--- config.mk ---
export PLATFORM = sky130hd
export DESIGN_NAME = bcd_display_scanner
export DESIGN_NICKNAME = d
export VERILOG_FILES = /design/src/rtl/bcd_display_scanner.sv
export SDC_FILE = /design/constraint.sdc
export NUM_CORES = 1
export LEC_CHECK = 0
export ABC_AREA = 1
export BUFFER_PORTS_ARGS = -buffer_cell sky130_fd_sc_hd__buf_2
export CAP_MARGIN = 15
export CORE_ASPECT_RATIO = 1.1
export CORE_MARGIN = 1.5
export CORE_UTILIZATION = 59
export CTS_CLUSTER_DIAMETER = 80
export CTS_CLUSTER_SIZE = 28
export DETAILED_ROUTE_END_ITERATION = 6
export PLACE_DENSITY = 0.8
export SYNTH_ARGS = -nofsm -noshare
export SYNTH_HDL_FRONTEND = slang
export SYNTH_SLANG_ARGS = --single-unit
--- constraint.sdc ---
create_clock -name clk -period 2.4 [get_ports clk]
set_input_delay 0.48 -clock clk [delete_from_list [all_inputs] [get_ports clk]]
set_output_delay 0.48 -clock clk [all_outputs]
set_load 0.01 [all_outputs]
--- src/rtl/bcd_display_scanner.sv ---
// bcd_display_scanner: time-multiplexes a 3-digit BCD value onto a 4-digit common-anode seven-segment display
// Ports: clk/rst_n clock and async active-low reset; bcd {hundreds,tens,ones};
//        blank_en leading-zero suppression; blink whole-display blink;
//        an anodes (active low, an[0]=ones); seg {g..a} active low; dp tied off.
module bcd_display_scanner #(
  parameter int REFRESH_DIV  = 100000,
  parameter int GUARD        = 4,
  parameter int BLINK_FRAMES = 125
) (
  input  logic        clk,
  input  logic        rst_n,
  input  logic [11:0] bcd,
  input  logic        blank_en,
  input  logic        blink,
  output logic [3:0]  an,
  output logic [6:0]  seg,
  output logic        dp
);
  localparam int PW = $clog2(REFRESH_DIV);
  localparam int FW = BLINK_FRAMES > 1 ? $clog2(BLINK_FRAMES) : 1;
  logic [PW-1:0] r_pre;
  logic [1:0]    r_idx;
  logic [11:0]   r_shadow;
  logic [FW-1:0] r_frame;
  logic          r_phase;
  logic [3:0]    r_an;
  logic [6:0]    r_seg;
  logic          w_tick, w_fend, w_blank, w_on;
  logic [3:0]    w_digit;
  logic [6:0]    w_dec;
  assign w_tick  = r_pre == PW'(REFRESH_DIV - 1);
  assign w_fend  = w_tick && r_idx == 2'd3;
  assign w_digit = r_idx == 2'd0 ? r_shadow[3:0] : r_idx == 2'd1 ? r_shadow[7:4] : r_shadow[11:8];
  // a non-BCD hundreds nibble is non-zero, so it never triggers blanking
  assign w_blank = blank_en && ((r_idx == 2'd2 && r_shadow[11:8] == 4'd0) ||
                                (r_idx == 2'd1 && r_shadow[11:4] == 8'd0));
  assign w_on    = r_pre >= PW'(GUARD) && r_idx != 2'd3 && !w_blank && !(blink && r_phase);
  always_comb begin
    w_dec = 7'b0111111;
    case (w_digit)
      4'd0: w_dec = 7'b1000000;
      4'd1: w_dec = 7'b1111001;
      4'd2: w_dec = 7'b0100100;
      4'd3: w_dec = 7'b0110000;
      4'd4: w_dec = 7'b0011001;
      4'd5: w_dec = 7'b0010010;
      4'd6: w_dec = 7'b0000010;
      4'd7: w_dec = 7'b1111000;
      4'd8: w_dec = 7'b0000000;
      4'd9: w_dec = 7'b0010000;
      default: w_dec = 7'b0111111;
    endcase
  end
  always_ff @(posedge clk or negedge rst_n) begin
    if (!rst_n) begin
      r_pre    <= '0;
      r_idx    <= 2'd0;
      r_shadow <= 12'h000;
      r_frame  <= '0;
      r_phase  <= 1'b0;
      r_an     <= 4'b1111;
      r_seg    <= 7'b1111111;
    end else begin
      r_pre <= w_tick ? '0 : r_pre + 1'b1;
      r_idx <= w_tick ? r_idx + 2'd1 : r_idx;
      // capture only at frame end so a frame never mixes digits of two values
      r_shadow <= w_fend ? bcd : r_shadow;
      if (!blink) begin
        r_frame <= '0;
        r_phase <= 1'b0;
      end else if (w_fend) begin
        r_frame <= r_frame == FW'(BLINK_FRAMES - 1) ? '0 : r_frame + 1'b1;
        r_phase <= r_frame == FW'(BLINK_FRAMES - 1) ? ~r_phase : r_phase;
      end
      r_an  <= w_on ? ~(4'b0001 << r_idx) : 4'b1111;
      r_seg <= w_on ? w_dec : 7'b1111111;
    end
  end
  assign an  = r_an;
  assign seg = r_seg;
  assign dp  = 1'b1;
endmodule

# Word level (Yosys, flattened, before mapping)
# Memory sizes are Yosys's and may differ from the RTL's.
# Index checks and enable logic that the tools add are counted.
totals:
  memories: 1
  elab_cells: 49
  mem_bits_ro: 112
  in_bits: 16
  output_inout_bits: 12
  register_bits: 50
classes:
  n_mux: 11
  addsub: 3
  bitwise_logic: 2
  n_lt_le_gt_ge: 1
  shifts: 1
  n_reduce_logical: 15
  n_eq_ne: 8
memory_table:
  columns: ["memory", "words", "width", "rd", "rd_clocked_by_memory_dff", "wr", "line", "text"]
  rows:
  - ["(no name shown)", 16, 7, 1, 0, 0, "40", "case (w_digit)"]
ops:
  columns: ["operator", "count"]
  rows:
  - ["7-bit two-way mux", 4]
  - ["17-bit by 1-bit adder with 17-bit output (second input constant)", 1]
  - ["17-bit == test (second input constant)", 1]
  - ["17-bit by 3-bit >= comparator with 1-bit output (second input constant)", 1]
  - ["17-bit two-way mux", 1]
  - ["4-bit two-way mux", 3]
  - ["1-bit logical AND", 8]
  - ["8-bit logical NOT", 1]
  - ["7-bit by 1-bit adder with 7-bit output (second input constant)", 1]
  - ["7-bit == test (second input constant)", 1]
  - ["2-bit == test (second input constant)", 2]
  - ["4-bit logical NOT", 1]
  - ["2-bit by 1-bit != test with 1-bit output (second input constant)", 2]
  - ["4-bit inverter", 1]
  - ["1-bit by 2-bit left shift with 4-bit output (first input constant)", 1]
  - ["1-bit two-way mux", 3]
  - ["2-bit by 1-bit adder with 2-bit output (second input constant)", 1]
  - ["2-bit by 1-bit == test with 1-bit output (second input constant)", 1]
  - ["1-bit logical NOT", 2]
  - ["2-bit logical NOT", 1]
  - ["2-bit != test (second input constant)", 1]
  - ["2-bit AND reduction", 1]
  - ["1-bit logical OR", 1]
  - ["1-bit inverter", 1]

# Longest topological paths before layout
# Gate-level depths: netlist of the first run.
depth:
  word_depth: 8
  ltp_mapped: 12
  depth_no_buf: 12

# Least setup slack after synthesis of the first run
# OpenSTA, ideal clock, no wires.
synth_path:
  kind: "flip-flop to flip-flop"
  from: "reg r_idx[0]"
  to: "reg r_seg[0] (netlist: seg[0])"
  path_slack_ns: 0.566
  synth_period_minus_slack_ns: 1.834
  setup_ns: 0.096
  n_path_buf: 0
  arrival_ns: 1.738
  path_stages_with_launch: 10
  required_time_ns: 2.304
  path_cell_list: "dfrtp_1 inv_1 ha_1 inv_1 o21ai_0 inv_1 ha_1 nand3b_1 nand3_1 nand3_1"
synth_between:
  elab_chain_cells: 8
  word_cells_on_any_way: 16
synth_rtl:
  columns: ["item", "line", "text"]
  rows:
  - ["start: declaration", "22", "logic [1:0] r_idx;"]
  - ["start signal: assignment", "65", "r_idx <= w_tick ? r_idx + 2'd1 : r_idx;"]
  - ["parallel branches: the longest is 7 deep, another holds memory 16 x 7 bit", null, null]
  - ["7-bit two-way mux *", "76", "r_seg <= w_on ? w_dec : 7'b1111111;"]
  - ["end signal: assignment", "76", null]
  - ["end: declaration", "27", "logic [6:0] r_seg;"]
# Every way passes the cells marked *.
# A chain may end at the register's enable or synchronous reset.

# Worst setup path in the final report of the first run
layout_path:
  from: "reg r_idx[0]"
  to: "reg r_seg[3] (netlist: seg[3])"
# The elaborated chain is that of the path after synthesis.

==> load_flow_metrics.sql, run 1 <==
INSERT INTO impl_metrics (metric_group, metric, value, unit) VALUES
('power', 'cellPowerDensity', '462', 'nW/um^2'),
('global_route', 'number_of_global_route_vias_before_repair', '2004', ''),
('logic_synthesis', 'yosys.area.top_type_share', '0.352', ''),
('global_route', 'antenna_violations_before_repair', '0', ''),
('layout', 'insertedDiodeCount', '0', ''),
('sta', 'fin_setup_tns', '0', 'ns'),
('worst_setup_path', 'worst_setup_path_startpoint', 'r_idx[0]', ''),
('sta', 'achievable-frequency', '0.479', 'GHz'),
('power', 'vdd.ir_drop.worst', '0.000263', 'V'),
('floorplanning', 'die_h', '74.9', 'microns'),
('clock_network', 'insertion_delay', '0.30', 'ns'),
('worst_setup_path', 'timing.critical_path.required', '2.61', 'ns'),
('routing', 'wirelength', '5380', 'microns'),
('worst_setup_path', 'critical_path_s_most_frequent_cell', 'sky130_fd_sc_hd__inv_1', ''),
('logic_synthesis', 'yosysSeqAreaShare', '0.456', ''),
('worst_setup_path', 'cpMaxStageDelayCell', 'sky130_fd_sc_hd__o21ai_0', ''),
('run', 'maxCapViolCount', '0', ''),
('worst_hold_path', 'holdCritPathClass', 'in2async', ''),
('floorplanning', 'placement_rows', '25', ''),
('clock_network', 'post_cts.resized_instances', '0', ''),
('clock_network', 'clk_path_buf_depth', '2', ''),
('outcome', 'run_status', 'complete, no violations', ''),
('worst_setup_path', 'ordered_list_of_cells_on_the_worst_path', 'inv_1 -> ha_1 -> inv_1 -> o21ai_0 -> inv_1 -> ha_1 -> nand3b_1 -> nand3_1 -> nand3_1', ''),
('clock_network', 'cts_sinks', '50', ''),
('worst_setup_path', 'total_buffers_and_inverters_traversed_by_the_critical_path', '3', ''),
('logic_synthesis', 'syn_area', '2770', 'sq um'),
('sta', 'clock_skew', '0.00401', 'ns'),
('worst_setup_path', 'worst_ep_arrival_time', '2.30', 'ns'),
('global_route', 'grt_first_pass_wirelength', '8900', 'microns'),
('sta', 'timing.final.setup_violations', '0', ''),
('sta', 'relSlewSlack', '0.655', ''),
('floorplanning', 'floorplan.initialDensity', '0.628', ''),
('routing', 'drc_errors', '0', ''),
('placed_design', 'post-place-ws', '0.301', 'ns'),
('clock_network', 'clock_tree.htree_level_count', '2', ''),
('logic_synthesis', 'post_synth_cell_types', '30', ''),
('sta', 'final_max_slew_viol_count', '0', ''),
('clock_network', 'cts_hold_buf', '0', ''),
('sta', 'timing_hold_violations_final', '0', ''),
('sta', 'hold-worst-slack', '0.0891', 'ns'),
('clock_network', 'postCtsSetupBuffers', '0', ''),
('layout', 'drive_gt1_frac', '0.175', ''),
('logic_synthesis', 'synthesis.area_per_instance', '7.83', 'sq um'),
('routing', 'drt.antenna.violating_nets', '0', ''),
('routing', 'vias', '2226', ''),
('floorplanning', 'design.die.area', '5120', 'sq um'),
('layout', 'final_cell_mix', 'sky130_fd_sc_hd__nand2_1 (107), sky130_fd_sc_hd__inv_1 (45), sky130_fd_sc_hd__nor2_1 (39), sky130_fd_sc_hd__dfrtp_1 (39), sky130_fd_sc_hd__nand3_1 (31)', ''),
('placed_design', 'dp.final_hpwl', '4170', 'microns'),
('floorplanning', 'die_width', '68.3', 'microns'),
('worst_setup_path', 'timing.critical_path.fanout_max', '7', ''),
('layout', 'mostFrequentLayoutCell', 'sky130_fd_sc_hd__nand2_1', ''),
('global_route', 'grt_remaining_overflow', '0', ''),
('clock_network', 'root_buffer_master', 'sky130_fd_sc_hd__clkbuf_8', ''),
('sta', 'worst_pin_slew', '0.513', 'ns'),
('sta', 'final_period_minus_worst_setup_slack', '2.09', 'ns'),
('sta', 'finalWorstSetupSlack', '0.313', 'ns'),
('worst_setup_path', 'cp-end-kind', 'flop', ''),
('worst_setup_path', 'critical_path.max_stage_delay', '0.46', 'ns'),
('layout', 'nets', '416', ''),
('logic_synthesis', 'yosys-top-cells-area', 'sky130_fd_sc_hd__dfrtp_1 (35%), sky130_fd_sc_hd__nand2_1 (14%), sky130_fd_sc_hd__dfstp_2 (10%), sky130_fd_sc_hd__inv_1 (6.1%), sky130_fd_sc_hd__ha_1 (5.9%)', ''),
('floorplanning', 'top_level_i_o_count', '28', ''),
('power', 'power.leakage', '1.56', 'nW'),
('sta', 'min_period_over_period', '0.870', ''),
('sta', 'grt_setup_unrepaired', 'false', ''),
('routing', 'wire_per_inst', '12.2', 'microns'),
('logic_synthesis', 'syn_inst', '354', ''),
('routing', 'drt_pass1_iterations', '4', ''),
('logic_synthesis', 'netlist.top_cell.by_area', 'sky130_fd_sc_hd__dfrtp_1', ''),
('clock_network', 'cts_tree', 'done', ''),
('global_route', 'grt_start_max_net_pins', '19', ''),
('worst_setup_path', 'worstReg2RegStart', 'r_idx[0]', '');
-- per-layer routing --
metal  global-route usage  wire length, microns  part of all wire
met1                0.312                  2480              0.46
met2                0.389                  2580              0.48
met3               0.0433                   221             0.041
met4               0.0844                    86             0.016
met5                    0                     0                 0
-- through the flow --
step                area [sq um]   util  std cells
global route                3050  0.691        442
floorplan                   2780      -        355
global placement            2950  0.670        434
detailed placement          2950  0.670        434
finish                      3050  0.691        442
CTS                         3050  0.691        442
-- where the power goes --
part           internal [mW]  switching (mW)
Sequential             0.846         0.00244
Combinational         0.0164          0.0334
Clock                  0.232           0.280
-- sequential cells by signal (all words and copies together) (netlist names) --
signal    flops
r_pre        17
r_shadow     12
r_frame       7
seg           7
an            4
r_idx         2
r_phase       1
-- path summary, 6_finish.rpt --
check / end / slack, ns / depth (start not counted)
hold / removal: r_frame[2] / 0.09 / 1
max in group asynchronous: an[3] / 1.69 / 2
hold reg to reg: r_pre[0] / 0.50 / 1
min in group clk: r_shadow[11] / 0.36 / 3
setup reg to reg: seg[3] / 0.31 / 9
setup / recovery: seg[3] / 0.31 / 9
-- kinds of logic after synthesis --
| group | after synthesis | share of synthesized area |
|---|---|---|
| AND/OR/NAND/NOR | 204 | 0.326 |
| buffers and inverters | 55 | 0.0840 |
| flip-flops | 50 | 0.456 |
| AO/OA/AOI/OAI | 21 | 0.0415 |
| adder cells (fa/ha/maj) | 13 | 0.0587 |
| XOR/XNOR | 10 | 0.0316 |
| other | 1 | 0.00135 |
-- cells in the mapped netlist (all sizes together) --
cell and n:
clkinv 1, buf 3, nand3b 1, nor3 7
nand4 7, nand2 113, nand3 32, o21bai 1
ha 13, inv 51, dfrtp 39, nor2 44
dfstp 11, xor2 7, a21oi 4, o21ai 16
xnor2 3, conb 1
-- area by class of cell --
cell class                 count  area (sq um)  share of cell area
clock buffer                   6          82.6              0.0271
clock inverter                 2          12.5             0.00410
tap                           54          67.6              0.0222
sequential                    50          1260               0.415
multi-input combinational    250          1280               0.419
timing repair buffer          28           145              0.0476
inverter                      52           199              0.0652
Note: power is estimated with default switching activity, not from simulation.
==> run 2: changes to the inputs <==
--- a/config.mk
+++ b/config.mk
@@ -15,4 +15,5 @@
 export CTS_CLUSTER_SIZE = 28
 export DETAILED_ROUTE_END_ITERATION = 6
+export GPL_TIMING_DRIVEN = 0
 export PLACE_DENSITY = 0.8
 export SYNTH_ARGS = -nofsm -noshare
==> constraint.sdc (replaced) <==
create_clock -name clk -period 2.4 [get_ports clk]
set_input_delay 0.24 -clock clk [delete_from_list [all_inputs] [get_ports clk]]
set_output_delay 0.24 -clock clk [all_outputs]
set_load 0.01 [all_outputs]
==> load_flow_metrics.sql, run 2 (synthesized netlist as in run 1, its figures left out) <==
INSERT INTO impl_metrics (metric_group, metric, value, unit) VALUES
('outcome', 'run_status', 'complete, no violations', ''),
('worst_setup_path', 'cp-end-kind', 'flop', ''),
('worst_hold_path', 'holdCritPathClass', 'in2reg', ''),
('power', 'combPwrFrac', '0.036', ''),
('routing', 'vias', '2307', ''),
('worst_setup_path', 'worst_r2r_endpoint', 'seg[0]', ''),
('sta', 'timing.final.setup_violations', '0', ''),
('worst_setup_path', 'worstRegToRegCells', '9', ''),
('sta', 'clock_skew', '0.00981', 'ns'),
('power', 'power_frac_clock', '0.394', ''),
('routing', 'average_vias_per_placed_instance', '5.18', ''),
('sta', 'worst_pin_slew', '0.495', 'ns'),
('global_route', 'grt_use_total', '0.236', ''),
('sta', 'relSlewSlack', '0.666', ''),
('floorplanning', 'design.die.area', '5120', 'sq um'),
('floorplanning', 'die_h', '74.9', 'microns'),
('global_route', 'antenna_violations_before_repair', '0', ''),
('clock_network', 'insertion_delay', '0.30', 'ns'),
('global_route', 'grt_remaining_overflow', '0', ''),
('worst_setup_path', 'worst_ep_arrival_time', '2.26', 'ns'),
('power', 'vdd.ir_drop.worst', '0.000327', 'V'),
('layout', 'registers.top_by_ff_count', 'r_pre', ''),
('routing', 'wirelength', '5380', 'microns'),
('floorplanning', 'floorplan.initialDensity', '0.628', ''),
('global_route', 'grt_start_max_net_pins', '51', ''),
('routing', 'drt_pass1_iterations', '4', ''),
('placed_design', 'placement.io_buffers', '26', ''),
('floorplanning', 'die_width', '68.3', 'microns'),
('floorplanning', 'top_level_i_o_count', '28', ''),
('routing', 'drt_first_iter_violations', '174', ''),
('power', 'power.leakage', '1.59', 'nW'),
('floorplanning', 'core-area', '4410', 'sq um'),
('worst_setup_path', 'timing.setup.critical_path_class', 'reg2reg', ''),
('clock_network', 'postCtsSetupBuffers', '0', ''),
('power', 'cellPowerDensity', '478', 'nW/um^2'),
('worst_hold_path', 'hold_path_depth', '3', ''),
('power', 'fin_total_pwr', '1.49', 'mW'),
('layout', 'nets', '419', ''),
('layout', 'num-fill-cells', '377', ''),
('layout', 'insertedDiodeCount', '0', ''),
('global_route', 'grt_first_pass_wirelength', '9160', 'microns'),
('placed_design', 'dp.final_hpwl', '4000', 'microns'),
('power', 'p_seq_frac', '0.571', ''),
('clock_network', 'cts_tree', 'done', ''),
('worst_setup_path', 'timing.critical_path.fanout_max', '7', ''),
('clock_network', 'clk_path_buf_depth', '2', ''),
('worst_setup_path', 'timing.critical_path.required', '2.62', 'ns'),
('global_route', 'number_of_global_route_vias_before_repair', '2180', ''),
('layout', 'largest_registers', 'r_pre x17, r_shadow x12', ''),
('sta', 'achievable-frequency', '0.489', 'GHz'),
('layout', 'mostFrequentLayoutCell', 'sky130_fd_sc_hd__nand2_1', ''),
('routing', 'drt.antenna.violating_nets', '0', ''),
('power', 'power.share.switching', '0.208', ''),
('clock_network', 'root_buffer_master', 'sky130_fd_sc_hd__clkbuf_8', ''),
('layout', 'syn2layout_area_growth', '12.2', '%'),
('sta', 'min_period_over_period', '0.852', ''),
('placed_design', 'finalWeightedCongestion', '0.890', ''),
('clock_network', 'clock_tree.htree_level_count', '2', ''),
('sta', 'fin_setup_tns', '0', 'ns'),
('worst_setup_path', 'worst_setup_path_start_kind', 'flop', ''),
('sta', 'final_period_minus_worst_setup_slack', '2.04', 'ns'),
('worst_hold_path', 'min_delay_worst_endpoint', 'r_shadow[0]', ''),
('routing', 'drc_errors', '0', ''),
('layout', 'largest_register_ffs', '17', ''),
('run', 'maxCapViolCount', '0', ''),
('clock_network', 'cts.clk_slew.worst_paths', '0.09', 'ns'),
('layout', 'final_cell_mix', 'sky130_fd_sc_hd__nand2_1 (107), sky130_fd_sc_hd__inv_1 (45), sky130_fd_sc_hd__nor2_1 (39), sky130_fd_sc_hd__dfrtp_1 (39), sky130_fd_sc_hd__nand3_1 (31)', ''),
('worst_setup_path', 'reg2reg_setup_slack', '0.36', 'ns'),
('sta', 'timing_hold_violations_final', '0', ''),
('layout', 'drive_gt1_frac', '0.174', ''),
('floorplanning', 'placement_rows', '25', ''),
('worst_setup_path', 'worstReg2RegStart', 'r_idx[0]', ''),
('power', 'internal_power', '1.18', 'mW'),
('routing', 'wire_per_inst', '12.1', 'microns'),
('clock_network', 'cts_sinks', '50', ''),
('clock_network', 'cts_inserted_buffers', '5', ''),
('sta', 'grt_setup_unrepaired', 'false', ''),
('sta', 'final_max_slew_viol_count', '0', ''),
('power', 'p_sw', '0.309', 'mW'),
('worst_hold_path', 'hp-start', 'bcd[0]', '');
==> run 2: cell count changes in the layout (fill, tap and decap cells not counted) <==
cell	previous run	this run
sky130_fd_sc_hd__clkbuf_1	0	2
sky130_fd_sc_hd__buf_12	0	1
sky130_fd_sc_hd__buf_4	2	1
sky130_fd_sc_hd__buf_6	0	1
sky130_fd_sc_hd__buf_8	0	1
sky130_fd_sc_hd__bufinv_16	0	1
sky130_fd_sc_hd__clkbuf_8	6	5
sky130_fd_sc_hd__clkinv_2	2	1
sky130_fd_sc_hd__clkinvlp_4	1	0
sky130_fd_sc_hd__dlygate4sd3_1	0	1
sky130_fd_sc_hd__o21ai_0	12	11
sky130_fd_sc_hd__o21ai_1	2	3
==> run 2: through the flow <==
| stage | hold WS (ns) | utilization | instances | setup WS [ns] | area (sq um) |
|---|---|---|---|---|---|
| 2_1_floorplan | -0.0556 | - | 355 | 0.566 | 2780 |
| 3_3_place_gp | 0.433 | 0.674 | 435 | 0.319 | 2970 |
| 3_5_place_dp | 0.441 | 0.674 | 435 | 0.196 | 2970 |
| 4_1_cts | 0.124 | 0.698 | 443 | 0.185 | 3080 |
| 5_1_grt | 0.120 | 0.705 | 445 | 0.144 | 3110 |
| 6_report | 0.129 | 0.705 | 445 | 0.356 | 3110 |
==> run 2: critical path: stages, from the launching register on <==
cell	delay, ns
sky130_fd_sc_hd__dfrtp_1	0.40
sky130_fd_sc_hd__inv_1	0.13
sky130_fd_sc_hd__ha_1	0.23
sky130_fd_sc_hd__inv_1	0.14
sky130_fd_sc_hd__o21ai_1	0.38
sky130_fd_sc_hd__inv_1	0.12
sky130_fd_sc_hd__ha_1	0.19
sky130_fd_sc_hd__nand3b_1	0.18
sky130_fd_sc_hd__nand3_1	0.11
sky130_fd_sc_hd__nand3_1	0.08
==> run 2: routing by layer <==
layer / part of all wire / vias to the layer above / global-route usage
met5: 0 / - / 0
met4: 0.013 / 0 / 0.0867
met3: 0.037 / 7 / 0.0523
met2: 0.49 / 43 / 0.411
met1: 0.46 / 1095 / 0.285
li1: - / 1162 / -
==> run 2: worst max-delay path by stage <==
stage | start | end | slack, ns | cells after the start
after floorplan | r_idx[0] | seg[0] | 0.57 | 9
after global placement | r_idx[0] | seg[0] | 0.32 | 9
after detailed placement | r_idx[0] | seg[0] | 0.20 | 9
after CTS | r_idx[0] | seg[0] | 0.19 | 9
after global routing | r_idx[0] | seg[0] | 0.14 | 10
final | r_idx[0] | seg[0] | 0.36 | 9
==> run 2: power groups by stage <==
| stage | sequential [mW] | combinational, mW | clock, mW |
|---|---|---|---|
| after global placement | 0.864 | 0.0484 | 0 |
| after global routing | 0.849 | 0.0610 | 0.633 |
| after detailed placement | 0.864 | 0.0489 | 0 |
| after floorplan | 0.864 | 0.0139 | 0 |
| final | 0.848 | 0.0532 | 0.585 |
| after CTS | 0.848 | 0.0496 | 0.597 |
==> run 2: what timing repair did <==
action / in CTS / in global routing
gates resized for setup: 0 / 1
hold buffers: 0 / 1
endpoints found under the hold margin: 0 / 15
setup endpoints to repair: 0 / 2
==> run 2: layout make-up <==
type | count | area [sq um] | share of cell area
Multi-Input combinational cell | 250 | 1280 | 0.411
Sequential cell | 50 | 1260 | 0.407
Inverter | 52 | 199 | 0.0640
Timing Repair Buffer | 28 | 160 | 0.0515
Clock buffer | 7 | 76.3 | 0.0245
Tap cell | 54 | 67.6 | 0.0217
Buffer | 3 | 33.8 | 0.0109
Clock inverter | 1 | 30.0 | 0.00966
